<file path="src/rtl/id_fwd_stage_pkg.sv">
// Shared ALU select/sub-op encodings and MIPS opcode/funct tables
// for the id_fwd_stage decode slice.
package id_fwd_stage_pkg;

   typedef logic [2:0] alusel_t;
   typedef logic [7:0] aluop_t;

   localparam logic [31:0] ZERO_WORD    = 32'h0000_0000;
   localparam logic [4:0]  NOP_REG_ADDR = 5'd0;

   localparam alusel_t SEL_NOP   = 3'b000;
   localparam alusel_t SEL_LOGIC = 3'b001;
   localparam alusel_t SEL_SHIFT = 3'b010;
   localparam alusel_t SEL_MOVE  = 3'b011;
   localparam alusel_t SEL_ARITH = 3'b100;
   localparam alusel_t SEL_MUL   = 3'b101;

   localparam aluop_t OP_NOP   = 8'b0000_0000;
   localparam aluop_t OP_AND   = 8'b0010_0100;
   localparam aluop_t OP_OR    = 8'b0010_0101;
   localparam aluop_t OP_XOR   = 8'b0010_0110;
   localparam aluop_t OP_NOR   = 8'b0010_0111;
   localparam aluop_t OP_SLL   = 8'b0111_1100;
   localparam aluop_t OP_SRL   = 8'b0000_0010;
   localparam aluop_t OP_SRA   = 8'b0000_0011;
   localparam aluop_t OP_MOVZ  = 8'b0000_1010;
   localparam aluop_t OP_MOVN  = 8'b0000_1011;
   localparam aluop_t OP_ADD   = 8'b0010_0000;
   localparam aluop_t OP_ADDU  = 8'b0010_0001;
   localparam aluop_t OP_SUB   = 8'b0010_0010;
   localparam aluop_t OP_SUBU  = 8'b0010_0011;
   localparam aluop_t OP_SLT   = 8'b0010_1010;
   localparam aluop_t OP_SLTU  = 8'b0010_1011;
   localparam aluop_t OP_ADDI  = 8'b0101_0101;
   localparam aluop_t OP_ADDIU = 8'b0101_0110;
   localparam aluop_t OP_CLZ   = 8'b1011_0000;
   localparam aluop_t OP_CLO   = 8'b1011_0001;
   localparam aluop_t OP_MUL   = 8'b1010_1001;

   localparam logic [5:0] OPC_SPECIAL  = 6'h00;
   localparam logic [5:0] OPC_SPECIAL2 = 6'h1C;
   localparam logic [5:0] OPC_ADDI     = 6'h08;
   localparam logic [5:0] OPC_ADDIU    = 6'h09;
   localparam logic [5:0] OPC_SLTI     = 6'h0A;
   localparam logic [5:0] OPC_SLTIU    = 6'h0B;
   localparam logic [5:0] OPC_ANDI     = 6'h0C;
   localparam logic [5:0] OPC_ORI      = 6'h0D;
   localparam logic [5:0] OPC_XORI     = 6'h0E;
   localparam logic [5:0] OPC_LUI      = 6'h0F;

   localparam logic [5:0] FN_SLL  = 6'h00;
   localparam logic [5:0] FN_SRL  = 6'h02;
   localparam logic [5:0] FN_SRA  = 6'h03;
   localparam logic [5:0] FN_SLLV = 6'h04;
   localparam logic [5:0] FN_SRLV = 6'h06;
   localparam logic [5:0] FN_SRAV = 6'h07;
   localparam logic [5:0] FN_MOVZ = 6'h0A;
   localparam logic [5:0] FN_MOVN = 6'h0B;
   localparam logic [5:0] FN_ADD  = 6'h20;
   localparam logic [5:0] FN_ADDU = 6'h21;
   localparam logic [5:0] FN_SUB  = 6'h22;
   localparam logic [5:0] FN_SUBU = 6'h23;
   localparam logic [5:0] FN_AND  = 6'h24;
   localparam logic [5:0] FN_OR   = 6'h25;
   localparam logic [5:0] FN_XOR  = 6'h26;
   localparam logic [5:0] FN_NOR  = 6'h27;
   localparam logic [5:0] FN_SLT  = 6'h2A;
   localparam logic [5:0] FN_SLTU = 6'h2B;

   localparam logic [5:0] FN2_CLZ = 6'h20;
   localparam logic [5:0] FN2_CLO = 6'h21;
   localparam logic [5:0] FN2_MUL = 6'h02;

endpackage

</file>
<file path="src/rtl/id_fwd_stage_if.sv">
// Forwarding bus from the later pipeline stages into decode;
// source 0 is the nearest stage, higher indices are older.
interface id_fwd_stage_if #(
   parameter int DATA_W  = 32,
   parameter int NUM_FWD = 2
);
   logic [NUM_FWD-1:0]        fwd_we_i;
   logic [5*NUM_FWD-1:0]      fwd_waddr_i;
   logic [DATA_W*NUM_FWD-1:0] fwd_wdata_i;
   logic [NUM_FWD-1:0]        fwd_rdy_i;

   modport master (
      output fwd_we_i, fwd_waddr_i,
      output fwd_wdata_i, fwd_rdy_i
   );
   modport slave (
      input fwd_we_i, fwd_waddr_i,
      input fwd_wdata_i, fwd_rdy_i
   );
endinterface

</file>
<file path="src/rtl/id_decoder.sv">
// Pure combinational instruction table for the decode stage:
// SPECIAL, SPECIAL2 and immediate groups.
module id_decoder
   import id_fwd_stage_pkg::*;
#(
   parameter int DATA_W = 32
) (
   input  logic [31:0]       inst,
   output alusel_t           alusel,
   output aluop_t            aluop,
   output logic              re1,
   output logic              re2,
   output logic [4:0]        waddr,
   output logic              we,
   output logic [DATA_W-1:0] imm,
   output logic              invalid
);
   logic [5:0]        op;
   logic [5:0]        fn;
   logic [4:0]        rt;
   logic [4:0]        rd;
   logic [4:0]        sa;
   logic [15:0]       i16;
   logic [DATA_W-1:0] zext;
   logic [DATA_W-1:0] sext;
   logic [DATA_W-1:0] hext;
   logic              itype;

   assign op   = inst[31:26];
   assign rt   = inst[20:16];
   assign rd   = inst[15:11];
   assign sa   = inst[10:6];
   assign fn   = inst[5:0];
   assign i16  = inst[15:0];
   assign zext = DATA_W'(i16);
   assign sext = DATA_W'($signed(i16));
   assign hext = DATA_W'({i16, 16'h0000});

   always_comb begin
      alusel  = SEL_NOP;
      aluop   = OP_NOP;
      re1     = 1'b0;
      re2     = 1'b0;
      waddr   = NOP_REG_ADDR;
      we      = 1'b0;
      imm     = '0;
      invalid = 1'b1;
      itype   = 1'b0;
      unique case (1'b1)
         (op == OPC_SPECIAL): begin
            waddr   = rd;
            we      = 1'b1;
            re1     = 1'b1;
            re2     = 1'b1;
            invalid = 1'b0;
            case (fn)
               FN_AND:  {alusel, aluop} = {SEL_LOGIC, OP_AND};
               FN_OR:   {alusel, aluop} = {SEL_LOGIC, OP_OR};
               FN_XOR:  {alusel, aluop} = {SEL_LOGIC, OP_XOR};
               FN_NOR:  {alusel, aluop} = {SEL_LOGIC, OP_NOR};
               FN_SLLV: {alusel, aluop} = {SEL_SHIFT, OP_SLL};
               FN_SRLV: {alusel, aluop} = {SEL_SHIFT, OP_SRL};
               FN_SRAV: {alusel, aluop} = {SEL_SHIFT, OP_SRA};
               FN_MOVZ: {alusel, aluop} = {SEL_MOVE, OP_MOVZ};
               FN_MOVN: {alusel, aluop} = {SEL_MOVE, OP_MOVN};
               FN_ADD:  {alusel, aluop} = {SEL_ARITH, OP_ADD};
               FN_ADDU: {alusel, aluop} = {SEL_ARITH, OP_ADDU};
               FN_SUB:  {alusel, aluop} = {SEL_ARITH, OP_SUB};
               FN_SUBU: {alusel, aluop} = {SEL_ARITH, OP_SUBU};
               FN_SLT:  {alusel, aluop} = {SEL_ARITH, OP_SLT};
               FN_SLTU: {alusel, aluop} = {SEL_ARITH, OP_SLTU};
               // constant shifts feed the shamt field in as operand 1
               FN_SLL, FN_SRL, FN_SRA: begin
                  alusel = SEL_SHIFT;
                  aluop  = (fn == FN_SLL) ? OP_SLL :
                           (fn == FN_SRL) ? OP_SRL : OP_SRA;
                  re1    = 1'b0;
                  imm    = DATA_W'(sa);
               end
               default: begin
                  waddr   = NOP_REG_ADDR;
                  we      = 1'b0;
                  re1     = 1'b0;
                  re2     = 1'b0;
                  invalid = 1'b1;
               end
            endcase
         end
         (op == OPC_SPECIAL2): begin
            waddr   = rd;
            we      = 1'b1;
            re1     = 1'b1;
            invalid = 1'b0;
            case (fn)
               FN2_CLZ: {alusel, aluop} = {SEL_ARITH, OP_CLZ};
               FN2_CLO: {alusel, aluop} = {SEL_ARITH, OP_CLO};
               FN2_MUL: begin
                  {alusel, aluop} = {SEL_MUL, OP_MUL};
                  re2 = 1'b1;
               end
               default: begin
                  waddr   = NOP_REG_ADDR;
                  we      = 1'b0;
                  re1     = 1'b0;
                  invalid = 1'b1;
               end
            endcase
         end
         (op == OPC_ANDI): begin
            {alusel, aluop} = {SEL_LOGIC, OP_AND};
            imm   = zext;
            itype = 1'b1;
         end
         (op == OPC_ORI): begin
            {alusel, aluop} = {SEL_LOGIC, OP_OR};
            imm   = zext;
            itype = 1'b1;
         end
         (op == OPC_XORI): begin
            {alusel, aluop} = {SEL_LOGIC, OP_XOR};
            imm   = zext;
            itype = 1'b1;
         end
         (op == OPC_LUI): begin
            {alusel, aluop} = {SEL_LOGIC, OP_OR};
            imm   = hext;
            itype = 1'b1;
         end
         (op == OPC_ADDI): begin
            {alusel, aluop} = {SEL_ARITH, OP_ADDI};
            imm   = sext;
            itype = 1'b1;
         end
         (op == OPC_ADDIU): begin
            {alusel, aluop} = {SEL_ARITH, OP_ADDIU};
            imm   = sext;
            itype = 1'b1;
         end
         (op == OPC_SLTI): begin
            {alusel, aluop} = {SEL_ARITH, OP_SLT};
            imm   = sext;
            itype = 1'b1;
         end
         (op == OPC_SLTIU): begin
            {alusel, aluop} = {SEL_ARITH, OP_SLTU};
            imm   = sext;
            itype = 1'b1;
         end
         default: ;
      endcase
      if (itype) begin
         waddr   = rt;
         we      = 1'b1;
         re1     = 1'b1;
         invalid = 1'b0;
      end
   end

endmodule

</file>
<file path="src/rtl/id_fwd_stage.sv">
// Decode stage with operand forwarding, load-use stall and the ID/EX register.
// Optional ID_STALL_CNT_EN adds a saturating stall-cycle counter.
module id_fwd_stage
   import id_fwd_stage_pkg::*;
#(
   parameter int DATA_W   = 32,
   parameter int NUM_FWD  = 2,
   parameter int ALUSEL_W = 3,
   parameter int ALUOP_W  = 8
) (
   input  logic                clk,
   input  logic                rst,
   input  logic                in_valid_i,
   input  logic [31:0]         pc_i,
   input  logic [31:0]         inst_i,
   input  logic [DATA_W-1:0]   reg1_data_i,
   input  logic [DATA_W-1:0]   reg2_data_i,
   id_fwd_stage_if.slave       fwd,
   input  logic                ex_stall_i,
   input  logic                flush_i,
   output logic                reg1_re_o,
   output logic                reg2_re_o,
   output logic [4:0]          reg1_addr_o,
   output logic [4:0]          reg2_addr_o,
   output logic                stallreq_o,
   output logic                ex_valid_o,
   output logic                ex_invalid_o,
   output logic [31:0]         ex_pc_o,
   output logic [ALUSEL_W-1:0] ex_alusel_o,
   output logic [ALUOP_W-1:0]  ex_aluop_o,
   output logic [DATA_W-1:0]   ex_reg1_o,
   output logic [DATA_W-1:0]   ex_reg2_o,
   output logic [4:0]          ex_waddr_o,
   output logic                ex_we_o
`ifdef ID_STALL_CNT_EN
   ,
   output logic [31:0]         stall_cnt_o
`endif
);
   typedef struct packed {
      logic                valid;
      logic                invalid;
      logic [31:0]         pc;
      logic [ALUSEL_W-1:0] alusel;
      logic [ALUOP_W-1:0]  aluop;
      logic [DATA_W-1:0]   reg1;
      logic [DATA_W-1:0]   reg2;
      logic [4:0]          waddr;
      logic                we;
   } id_ex_t;

   alusel_t           d_alusel;
   aluop_t            d_aluop;
   logic              d_re1;
   logic              d_re2;
   logic [4:0]        d_waddr;
   logic              d_we;
   logic [DATA_W-1:0] d_imm;
   logic              d_invalid;
   logic [DATA_W:0]   res1;
   logic [DATA_W:0]   res2;
   logic              hazard;
   logic              mov_ok;
   id_ex_t            ex_d;
   id_ex_t            bubble;
   id_ex_t            ex_q;

   id_decoder #(.DATA_W(DATA_W)) u_dec (
      .inst    (inst_i),
      .alusel  (d_alusel),
      .aluop   (d_aluop),
      .re1     (d_re1),
      .re2     (d_re2),
      .waddr   (d_waddr),
      .we      (d_we),
      .imm     (d_imm),
      .invalid (d_invalid)
   );

   assign reg1_re_o   = d_re1;
   assign reg2_re_o   = d_re2;
   assign reg1_addr_o = inst_i[25:21];
   assign reg2_addr_o = inst_i[20:16];

   // Result is {hazard, operand}; first matching source wins, even if not ready.
   function automatic logic [DATA_W:0] resolve(
      input logic                        re,
      input logic [4:0]                  addr,
      input logic [DATA_W-1:0]           rf,
      input logic [DATA_W-1:0]           imm,
      input logic [NUM_FWD-1:0]          we,
      input logic [5*NUM_FWD-1:0]        wa,
      input logic [DATA_W*NUM_FWD-1:0]   wd,
      input logic [NUM_FWD-1:0]          rdy
   );
      logic            hit;
      logic [DATA_W:0] r;
      hit = 1'b0;
      r   = {1'b0, imm};
      if (re) begin
         if (addr == NOP_REG_ADDR) begin
            r = {1'b0, DATA_W'(ZERO_WORD)};
         end else begin
            r = {1'b0, rf};
            for (int k = 0; k < NUM_FWD; k++) begin
               if (!hit && we[k] && wa[5*k +: 5] == addr) begin
                  hit = 1'b1;
                  r   = rdy[k] ? {1'b0, wd[DATA_W*k +: DATA_W]}
                               : {1'b1, rf};
               end
            end
         end
      end
      return r;
   endfunction

   assign res1 = resolve(d_re1, reg1_addr_o, reg1_data_i, d_imm,
                         fwd.fwd_we_i, fwd.fwd_waddr_i,
                         fwd.fwd_wdata_i, fwd.fwd_rdy_i);
   assign res2 = resolve(d_re2, reg2_addr_o, reg2_data_i, d_imm,
                         fwd.fwd_we_i, fwd.fwd_waddr_i,
                         fwd.fwd_wdata_i, fwd.fwd_rdy_i);

   assign hazard     = in_valid_i & (res1[DATA_W] | res2[DATA_W]);
   assign stallreq_o = hazard;

   always_comb begin
      mov_ok = 1'b1;
      if (d_aluop == OP_MOVZ) begin
         mov_ok = (res2[DATA_W-1:0] == '0);
      end else if (d_aluop == OP_MOVN) begin
         mov_ok = (res2[DATA_W-1:0] != '0);
      end
   end

   always_comb begin
      bubble        = '0;
      bubble.alusel = ALUSEL_W'(SEL_NOP);
      bubble.aluop  = ALUOP_W'(OP_NOP);
      ex_d.valid    = in_valid_i;
      ex_d.invalid  = d_invalid;
      ex_d.pc       = pc_i;
      ex_d.alusel   = ALUSEL_W'(d_alusel);
      ex_d.aluop    = ALUOP_W'(d_aluop);
      ex_d.reg1     = res1[DATA_W-1:0];
      ex_d.reg2     = res2[DATA_W-1:0];
      ex_d.waddr    = d_waddr;
      ex_d.we       = in_valid_i & d_we & mov_ok;
   end

   // EX stall holds the register even while a hazard is pending
   always_ff @(posedge clk) begin
      if (rst || flush_i) begin
         ex_q <= bubble;
      end else if (!ex_stall_i) begin
         ex_q <= hazard ? bubble : ex_d;
      end
   end

   assign ex_valid_o   = ex_q.valid;
   assign ex_invalid_o = ex_q.invalid;
   assign ex_pc_o      = ex_q.pc;
   assign ex_alusel_o  = ex_q.alusel;
   assign ex_aluop_o   = ex_q.aluop;
   assign ex_reg1_o    = ex_q.reg1;
   assign ex_reg2_o    = ex_q.reg2;
   assign ex_waddr_o   = ex_q.waddr;
   assign ex_we_o      = ex_q.we;

`ifdef ID_STALL_CNT_EN
   logic [31:0] stall_cnt_q;

   always_ff @(posedge clk) begin
      if (rst) begin
         stall_cnt_q <= '0;
      end else if (hazard && stall_cnt_q != '1) begin
         stall_cnt_q <= stall_cnt_q + 32'd1;
      end
   end

   assign stall_cnt_o = stall_cnt_q;
`endif

endmodule

</file>
<file path="src/flat_wrapper.sv">
// flat-port wrapper written by rule: the top's interface ports become plain ports
module id_fwd_stage_flat import id_fwd_stage_pkg::*;
#(
   parameter int DATA_W   = 32,
   parameter int NUM_FWD  = 2,
   parameter int ALUSEL_W = 3,
   parameter int ALUOP_W  = 8
)
  (clk, rst, in_valid_i, pc_i, inst_i, reg1_data_i, reg2_data_i, ex_stall_i, flush_i, reg1_re_o, reg2_re_o, reg1_addr_o, reg2_addr_o, stallreq_o, ex_valid_o, ex_invalid_o, ex_pc_o, ex_alusel_o, ex_aluop_o, ex_reg1_o, ex_reg2_o, ex_waddr_o, ex_we_o, fwd_fwd_we_i, fwd_fwd_waddr_i, fwd_fwd_wdata_i, fwd_fwd_rdy_i);
  id_fwd_stage_if #(.DATA_W(DATA_W), .NUM_FWD(NUM_FWD)) fwd_i ();
  input  logic clk;
  input  logic rst;
  input  logic in_valid_i;
  input  logic [31:0] pc_i;
  input  logic [31:0] inst_i;
  input  logic [DATA_W-1:0] reg1_data_i;
  input  logic [DATA_W-1:0] reg2_data_i;
  input  logic ex_stall_i;
  input  logic flush_i;
  output logic reg1_re_o;
  output logic reg2_re_o;
  output logic [4:0] reg1_addr_o;
  output logic [4:0] reg2_addr_o;
  output logic stallreq_o;
  output logic ex_valid_o;
  output logic ex_invalid_o;
  output logic [31:0] ex_pc_o;
  output logic [ALUSEL_W-1:0] ex_alusel_o;
  output logic [ALUOP_W-1:0] ex_aluop_o;
  output logic [DATA_W-1:0] ex_reg1_o;
  output logic [DATA_W-1:0] ex_reg2_o;
  output logic [4:0] ex_waddr_o;
  output logic ex_we_o;
  input wire logic [$bits(fwd_i.fwd_we_i)-1:0] fwd_fwd_we_i;
  input wire logic [$bits(fwd_i.fwd_waddr_i)-1:0] fwd_fwd_waddr_i;
  input wire logic [$bits(fwd_i.fwd_wdata_i)-1:0] fwd_fwd_wdata_i;
  input wire logic [$bits(fwd_i.fwd_rdy_i)-1:0] fwd_fwd_rdy_i;
  assign fwd_i.fwd_we_i = fwd_fwd_we_i;
  assign fwd_i.fwd_waddr_i = fwd_fwd_waddr_i;
  assign fwd_i.fwd_wdata_i = fwd_fwd_wdata_i;
  assign fwd_i.fwd_rdy_i = fwd_fwd_rdy_i;
  id_fwd_stage #(.DATA_W(DATA_W), .NUM_FWD(NUM_FWD), .ALUSEL_W(ALUSEL_W), .ALUOP_W(ALUOP_W)) u_core (.clk(clk), .rst(rst), .in_valid_i(in_valid_i), .pc_i(pc_i), .inst_i(inst_i), .reg1_data_i(reg1_data_i), .reg2_data_i(reg2_data_i), .fwd(fwd_i), .ex_stall_i(ex_stall_i), .flush_i(flush_i), .reg1_re_o(reg1_re_o), .reg2_re_o(reg2_re_o), .reg1_addr_o(reg1_addr_o), .reg2_addr_o(reg2_addr_o), .stallreq_o(stallreq_o), .ex_valid_o(ex_valid_o), .ex_invalid_o(ex_invalid_o), .ex_pc_o(ex_pc_o), .ex_alusel_o(ex_alusel_o), .ex_aluop_o(ex_aluop_o), .ex_reg1_o(ex_reg1_o), .ex_reg2_o(ex_reg2_o), .ex_waddr_o(ex_waddr_o), .ex_we_o(ex_we_o));
endmodule
</file>
<file path="config.mk">
export PLATFORM = sky130hd
export DESIGN_NAME = id_fwd_stage_flat
export DESIGN_NICKNAME = d
export VERILOG_FILES = /design/src/rtl/id_fwd_stage_pkg.sv /design/src/rtl/id_fwd_stage_if.sv /design/src/rtl/id_decoder.sv /design/src/rtl/id_fwd_stage.sv /design/src/flat_wrapper.sv
export SDC_FILE = /design/constraint.sdc
export NUM_CORES = 1
export LEC_CHECK = 0
export ABC_AREA = 1
export BUFFER_PORTS_ARGS = -buffer_cell sky130_fd_sc_hd__buf_2
export CAP_MARGIN = 10
export CORE_UTILIZATION = 45
export CTS_CLUSTER_SIZE = 25
export DETAILED_ROUTE_END_ITERATION = 8
export PLACE_DENSITY_LB_ADDON = 0.12
export SYNTH_ARGS = -nofsm -noshare
export SYNTH_HDL_FRONTEND = slang
export SYNTH_SLANG_ARGS = --single-unit
export TNS_END_PERCENT = 1
</file>
<file path="constraint.sdc">
create_clock -name clk -period 3.6 [get_ports clk]
set_input_delay 0.72 -clock clk [delete_from_list [all_inputs] [get_ports clk]]
set_output_delay 0.72 -clock clk [all_outputs]
set_load 0.03 [all_outputs]
</file>
# ---- Yosys cells after proc, flatten, opt, wreduce, memory -nomap -nowiden
# Index checks and enable logic that the tools add are counted.
dict set report totals {
  reg_bits 115
  inputBits 211
  output_inout_bits 128
  word_cells 123
}
dict set report classes {
  eq_ne 32
  mux 49
  bitwise_logic 4
  reduce_logical 29
}
# op n
set op_table {}
lappend op_table {{2-to-1 mux 33 bit} 12}
lappend op_table {{one-hot mux 32 bit (4 select lines)} 1}
lappend op_table {{2-to-1 mux 115 bit} 1}
lappend op_table {{one-hot mux 7 bit (16 select lines)} 1}
lappend op_table {{one-hot mux 8 bit (9 select lines)} 1}
lappend op_table {{== test 6 x 4 -> 1 bit (second input constant)} 10}
lappend op_table {{== test 6 bit (second input constant)} 10}
lappend op_table {{zero test 32 bit} 1}
lappend op_table {{nonzero test 32 bit} 1}
lappend op_table {{one-hot mux 3 bit (4 select lines)} 2}
lappend op_table {{one-hot mux 8 bit (3 select lines)} 1}
lappend op_table {{== test 5 bit} 4}
lappend op_table {{2-to-1 mux 5 bit} 4}
lappend op_table {{2-to-1 mux 1 bit} 19}
lappend op_table {{== test 6 x 3 -> 1 bit (second input constant)} 3}
lappend op_table {{OR reduction 18 bit} 1}
lappend op_table {{== test 8 x 4 -> 1 bit (second input constant)} 2}
lappend op_table {{OR reduction 15 bit} 1}
lappend op_table {{== test 6 x 2 -> 1 bit (second input constant)} 2}
lappend op_table {{zero test 6 bit} 2}
lappend op_table {{OR reduction 4 bit} 3}
lappend op_table {{OR reduction 6 bit} 2}
lappend op_table {{zero test 5 bit} 2}
lappend op_table {{one-hot mux 5 bit (2 select lines)} 1}
lappend op_table {{other kinds (12)} 27}

# ---- Depth between registers and ports, before layout
dict set report depth {
  ltp_word 16
  mapped_depth 21
  ltp_nobuf 20
}

# ---- Cells and area by module
# From an unflattened synthesis, not the netlist that was laid out.
dict set report unflattened {
  cells_unflattened 1565
  area_unflattened_um2 9057.4
}
# module n_inst cells_each area_per_inst_um2 seq_area_each_um2
set by_module_without_submodules {}
lappend by_module_without_submodules {id_fwd_stage 1 1382 8096.5 2302.2}
lappend by_module_without_submodules {id_decoder 1 183 960.9 0.0}

# ---- Least setup slack after synthesis
# Ideal clock, no wire load.
dict set report synth_path {
  kind {input to output}
  start {input inst_i[27]}
  end {output stallreq_o}
  arrival_ns 2.486
  t_required_ns 2.880
  setup_slack_ns 0.394
  stages 12
  n_path_buf 1
  cell_sequence {nor2_1 -> inv_1 -> nor4_4 -> nand2_2 -> nand4_4 -> inv_2 -> nor2_4 -> inv_2 -> o21ai_2 -> nand2_4 -> buf_2 -> inv_1}
}
dict set report synth_between {
  elab_chain_cells 7
  elab_cells_between_ends 19
  classes_between {eq/ne (9); mux (6); bitwise (2); reduce/logical (2)}
}
# item line_no
set synth_rtl {}
lappend synth_rtl {{start, declared} flat_wrapper.sv:15} ;# input logic [31:0] inst_i;
lappend synth_rtl {{== test 6 x 4 -> 1 bit (tied with other cells)} id_decoder.sv:109} ;# (op == OPC_ANDI): begin
lappend synth_rtl {{OR reduction 8 bit (no source line)} n/a}
lappend synth_rtl {{2-to-1 mux 1 bit} id_decoder.sv:49} ;# unique case (1'b1)
lappend synth_rtl {{2-to-1 mux 1 bit *} id_decoder.sv:151} ;# if (itype) begin
lappend synth_rtl {{via reg1_re_o} flat_wrapper.sv:20} ;# output logic reg1_re_o;
lappend synth_rtl {{2-to-1 mux 33 bit *} id_fwd_stage.sv:100} ;# if (re) begin
lappend synth_rtl {{OR 1 bit *} id_fwd_stage.sv:124} ;# assign hazard = in_valid_i & (res1[DATA_W] | res2[DATA_W]);
lappend synth_rtl {{bitwise AND 1 bit *} id_fwd_stage.sv:124}
lappend synth_rtl {{end, declared} flat_wrapper.sv:24} ;# output logic stallreq_o;
# The timed path passes the listed nets; every way through them passes the cells marked *.

# ---- Final worst setup path
dict set report layout_path {
  start {input inst_i[2]}
  end {output stallreq_o}
}
dict set report layout_between {
  elab_chain_cells 8
  elab_cells_between_ends 32
  classes_between {eq/ne (17); mux (9); bitwise (2); reduce/logical (4)}
}
# item line_no
set layout_rtl {}
lappend layout_rtl {{== test 6 bit (tied with other cells)} {id_decoder.sv:56, id_decoder.sv:94}}
lappend layout_rtl {{OR reduction 15 bit (no source line) / OR reduction 3 bit (equally long branches)} n/a}
lappend layout_rtl {{2-to-1 mux 1 bit (on tied branches)} {id_decoder.sv:56, id_decoder.sv:94}}
lappend layout_rtl {{one-hot mux 1 bit (2 select lines)} id_decoder.sv:49}
lappend layout_rtl {{2-to-1 mux 1 bit} id_decoder.sv:151}
lappend layout_rtl {{2-to-1 mux 33 bit} id_fwd_stage.sv:100}
lappend layout_rtl {{OR 1 bit *} id_fwd_stage.sv:124}
lappend layout_rtl {{bitwise AND 1 bit *} id_fwd_stage.sv:124}
# Mark *: on every way between the ends. The rest lies on a longest branch, timed or not.

==> metrics.txt <==
total setup buffers inserted after CTS=0; number of cells upsized or downsized after cts=0; later-pin clock latency in the skew report=420 ps; Core Footprint=19000 um2; Setup WS pre-CTS=285 ps; final-report max-slew violation count=0; Clock Sinks=115; fraction of final layout cells sized beyond drive strength 1=26.2%; crit path launch=inst_i[2]; Syn Std Cell Area=8800 um2; height of the die=142 um; slew at the pin closest to its max-slew limit=1000 ps; Req. time, crit path=2880 ps; Routability Congestion=0.934; area overhead of the layout relative to synthesis=28.1%; final hold violation count=0; Initial DRC Count=1121; result of the run=completed; pwr dens=343 nW/um2; post-synthesis sequential element count=115; Relative slew margins=33.1%; reported leakage power=5.75 nW; hold path cells=2; count of input and output buffers=338; worst reg2reg setup slack=2900 ps; effective utilization at floorplan=46.4%; final clock skew=0 ps; final number of setup-violating endpoints=0; endpoint of the worst-slack reg-to-reg timing path=u_core.ex_aluop_o[0]; Final Core Density=59.5%; fraction of the yosys area taken by sequential cells=26.2%; number of buffers created by CTS=17; total half-perimeter wirelength after legalization and detailed placement=26400 um; root cell of the clock tree=clkbuf_16; drc violations=0; Peak Freq=0.293 GHz; critical path endpoint=stallreq_o; via count=11400; clock edge transition at the registers on the reported setup and hold paths=60 ps; iteration count of the initial detailed-routing pass=6; Total Die Area=20100 um2; initial antenna violation count=7; Setup TNS Final=0 ps; number of cell instances on the worst register-to-register path=2; leading cell type in the layout, fill and taps excluded=nand2_1; most frequent cells in the layout=490 x nand2_1, 338 x buf_2, 157 x a21oi_1, 154 x o21ai_0, 124 x inv_1; Post-Synthesis Net Count=1749; number of standard-cell rows in the floorplan=50; number of top-level design ports=339; clock tree from TritonCTS=built; Placed Cells incl. Taps=2059; Antenna Violating Nets Remaining=0; hold buffer count at CTS=0; worst setup path category=input port to primary output; x dimension of the die=142 um; arrival time worst endpoint=2690 ps; grt total ovfl=0; final non-filler cell total=2097; global-route wire length before repair=53900 um; Async S/R FF share, synth=0%; vias in the first global route=10100; maximum fanout along the worst path=9; number of maximum-capacitance constraint violations=0; final net count=2029; Worst setup SP type=input port; Syn Area/Cell=5.72 um2; type of destination of the critical path=primary output; maximum vdd ir drop=0.000383 V; final wirelength=35500 um; setup repair after global routing missed its margin=false; H-tree depth=4; Cells after Synth=1538; post-DR vias/cell=5.44; startpoint of the worst register-to-register path=u_core.ex_aluop_o[0]; Synth Flop Type=dfxtp_1; number of warnings issued by yosys=0; class of the tightest hold or removal check=flip-flop to flip-flop; wire per inst=16.9 um; number of distinct standard cells referenced by the synthesized netlist=40; pin count of the biggest net entering global routing=96; final worst slack=188 ps; maximum clock path buffer count=2; number of fillers in the final layout=1971; share of the cycle needed by the critical path after routing=94.8%; global-route usage over all layers=34.5%; number of synthesized flops with an enable pin=0; clock period minus worst slack=3410 ps
report_power, final:
group	total, mW	internal, mW	switching (mW)
clock network	1.80	1.06	0.740
registers	1.31	1.30	0.0120
logic	0.760	0.264	0.495
total	3.87	2.62	1.25
cell type report:
| type | count | area (um2) | area share [%] |
|---|---|---|---|
| antenna | 6 | 15.0 | 0.133 |
| clock buffer | 17 | 425 | 3.77 |
| clock inverter | 15 | 188 | 1.66 |
| inverter | 146 | 548 | 4.86 |
| multi-input combinational | 1169 | 5470 | 48.5 |
| sequential | 115 | 2300 | 20.4 |
| tap | 260 | 325 | 2.89 |
| timing repair buffer | 369 | 2000 | 17.7 |
cell usage after synthesis (2+ instances only):
cell type	instances	area, um2
a21oi_1	157	786
a22oi_1	4	30.0
nor2_4	5	56.3
inv_2	20	75.1
nand2_1	490	1840
nor4_1	2	12.5
a31oi_1	2	12.5
o22ai_1	26	163
nor2_2	2	12.5
clkbuf_1	71	267
buf_2	20	100
buf_4	13	97.6
o211ai_1	7	52.6
nand3_1	119	596
nor3_1	17	85.1
nand3b_1	18	135
dfxtp_1	115	2300
nor2_1	83	312
inv_1	125	469
o2111ai_1	5	43.8
buf_6	2	22.5
o21a_1	2	15.0
o21ai_0	154	771
nand4_1	20	125
buf_1	2	7.51
nand2_2	4	25.0
xor2_1	2	17.5
or2_2	39	244
worst min-delay path by stage:
stage                     slack [ps]                 start              endpoint
after detailed placement         450   u_core.ex_reg1_o[8]   u_core.ex_reg1_o[8]
after CTS                        460   u_core.ex_reg1_o[8]   u_core.ex_reg1_o[8]
after floorplan                  590     u_core.ex_pc_o[0]     u_core.ex_pc_o[0]
final                            460     u_core.ex_pc_o[4]     u_core.ex_pc_o[4]
after global routing             470  u_core.ex_reg1_o[12]  u_core.ex_reg1_o[12]
after global placement           450    u_core.ex_pc_o[14]    u_core.ex_pc_o[14]
cells by family (layout without fill, tap and decap cells):
logic type | Yosys count | in the layout | synth area share [%]
xor gates and xnor gates | 3 | 3 | 0.299
DFF | 115 | 115 | 26.2
AOI/OAI and AO/OA | 363 | 363 | 21.8
other | 0 | 6 | 0
and+or+nand+nor | 803 | 803 | 39.9
buffers and inverters | 254 | 547 | 11.8
registers in the layout, summed over array words and instances (netlist names):
signal,cells
u_core.ex_pc_o,32
u_core.ex_reg1_o,32
u_core.ex_reg2_o,32
u_core.ex_aluop_o,8
u_core.ex_waddr_o,5
u_core.ex_alusel_o,3
u_core.ex_invalid_o,1
u_core.ex_valid_o,1
u_core.ex_we_o,1
worst max-delay path, stage by stage:
cell and delay, ps:
buf_2 130, inv_2 60, nor2_1 290, nand3_1 190, nand2_1 160, o21ai_1 120
nand4_4 160, inv_2 90, nor2_4 100, inv_2 60, o21ai_2 210, nand2_4 140
inv_1 70, buf_2 180
routing by layer:
layer	track usage [%]	up-vias	part of all wire (%)	wire length (um)
met5	0	-	0.076	27
li1	-	5596	-	-
met4	12.2	4	2.7	941
met1	44.5	5104	42	14700
met2	57.2	622	46	16500
met3	6.58	73	9.3	3320
per-stage QoR:
step | instance area [um2] | total power, mW | hold WS [ps]
after floorplan | 8800 | 1.78 | 594
after global placement | 10600 | 2.08 | 449
after detailed placement | 10600 | 2.08 | 452
after CTS | 11300 | 3.86 | 462
after global routing | 11300 | 3.99 | 474
final | 11300 | 3.87 | 460
No activity file was read; power rests on OpenSTA's default activity.
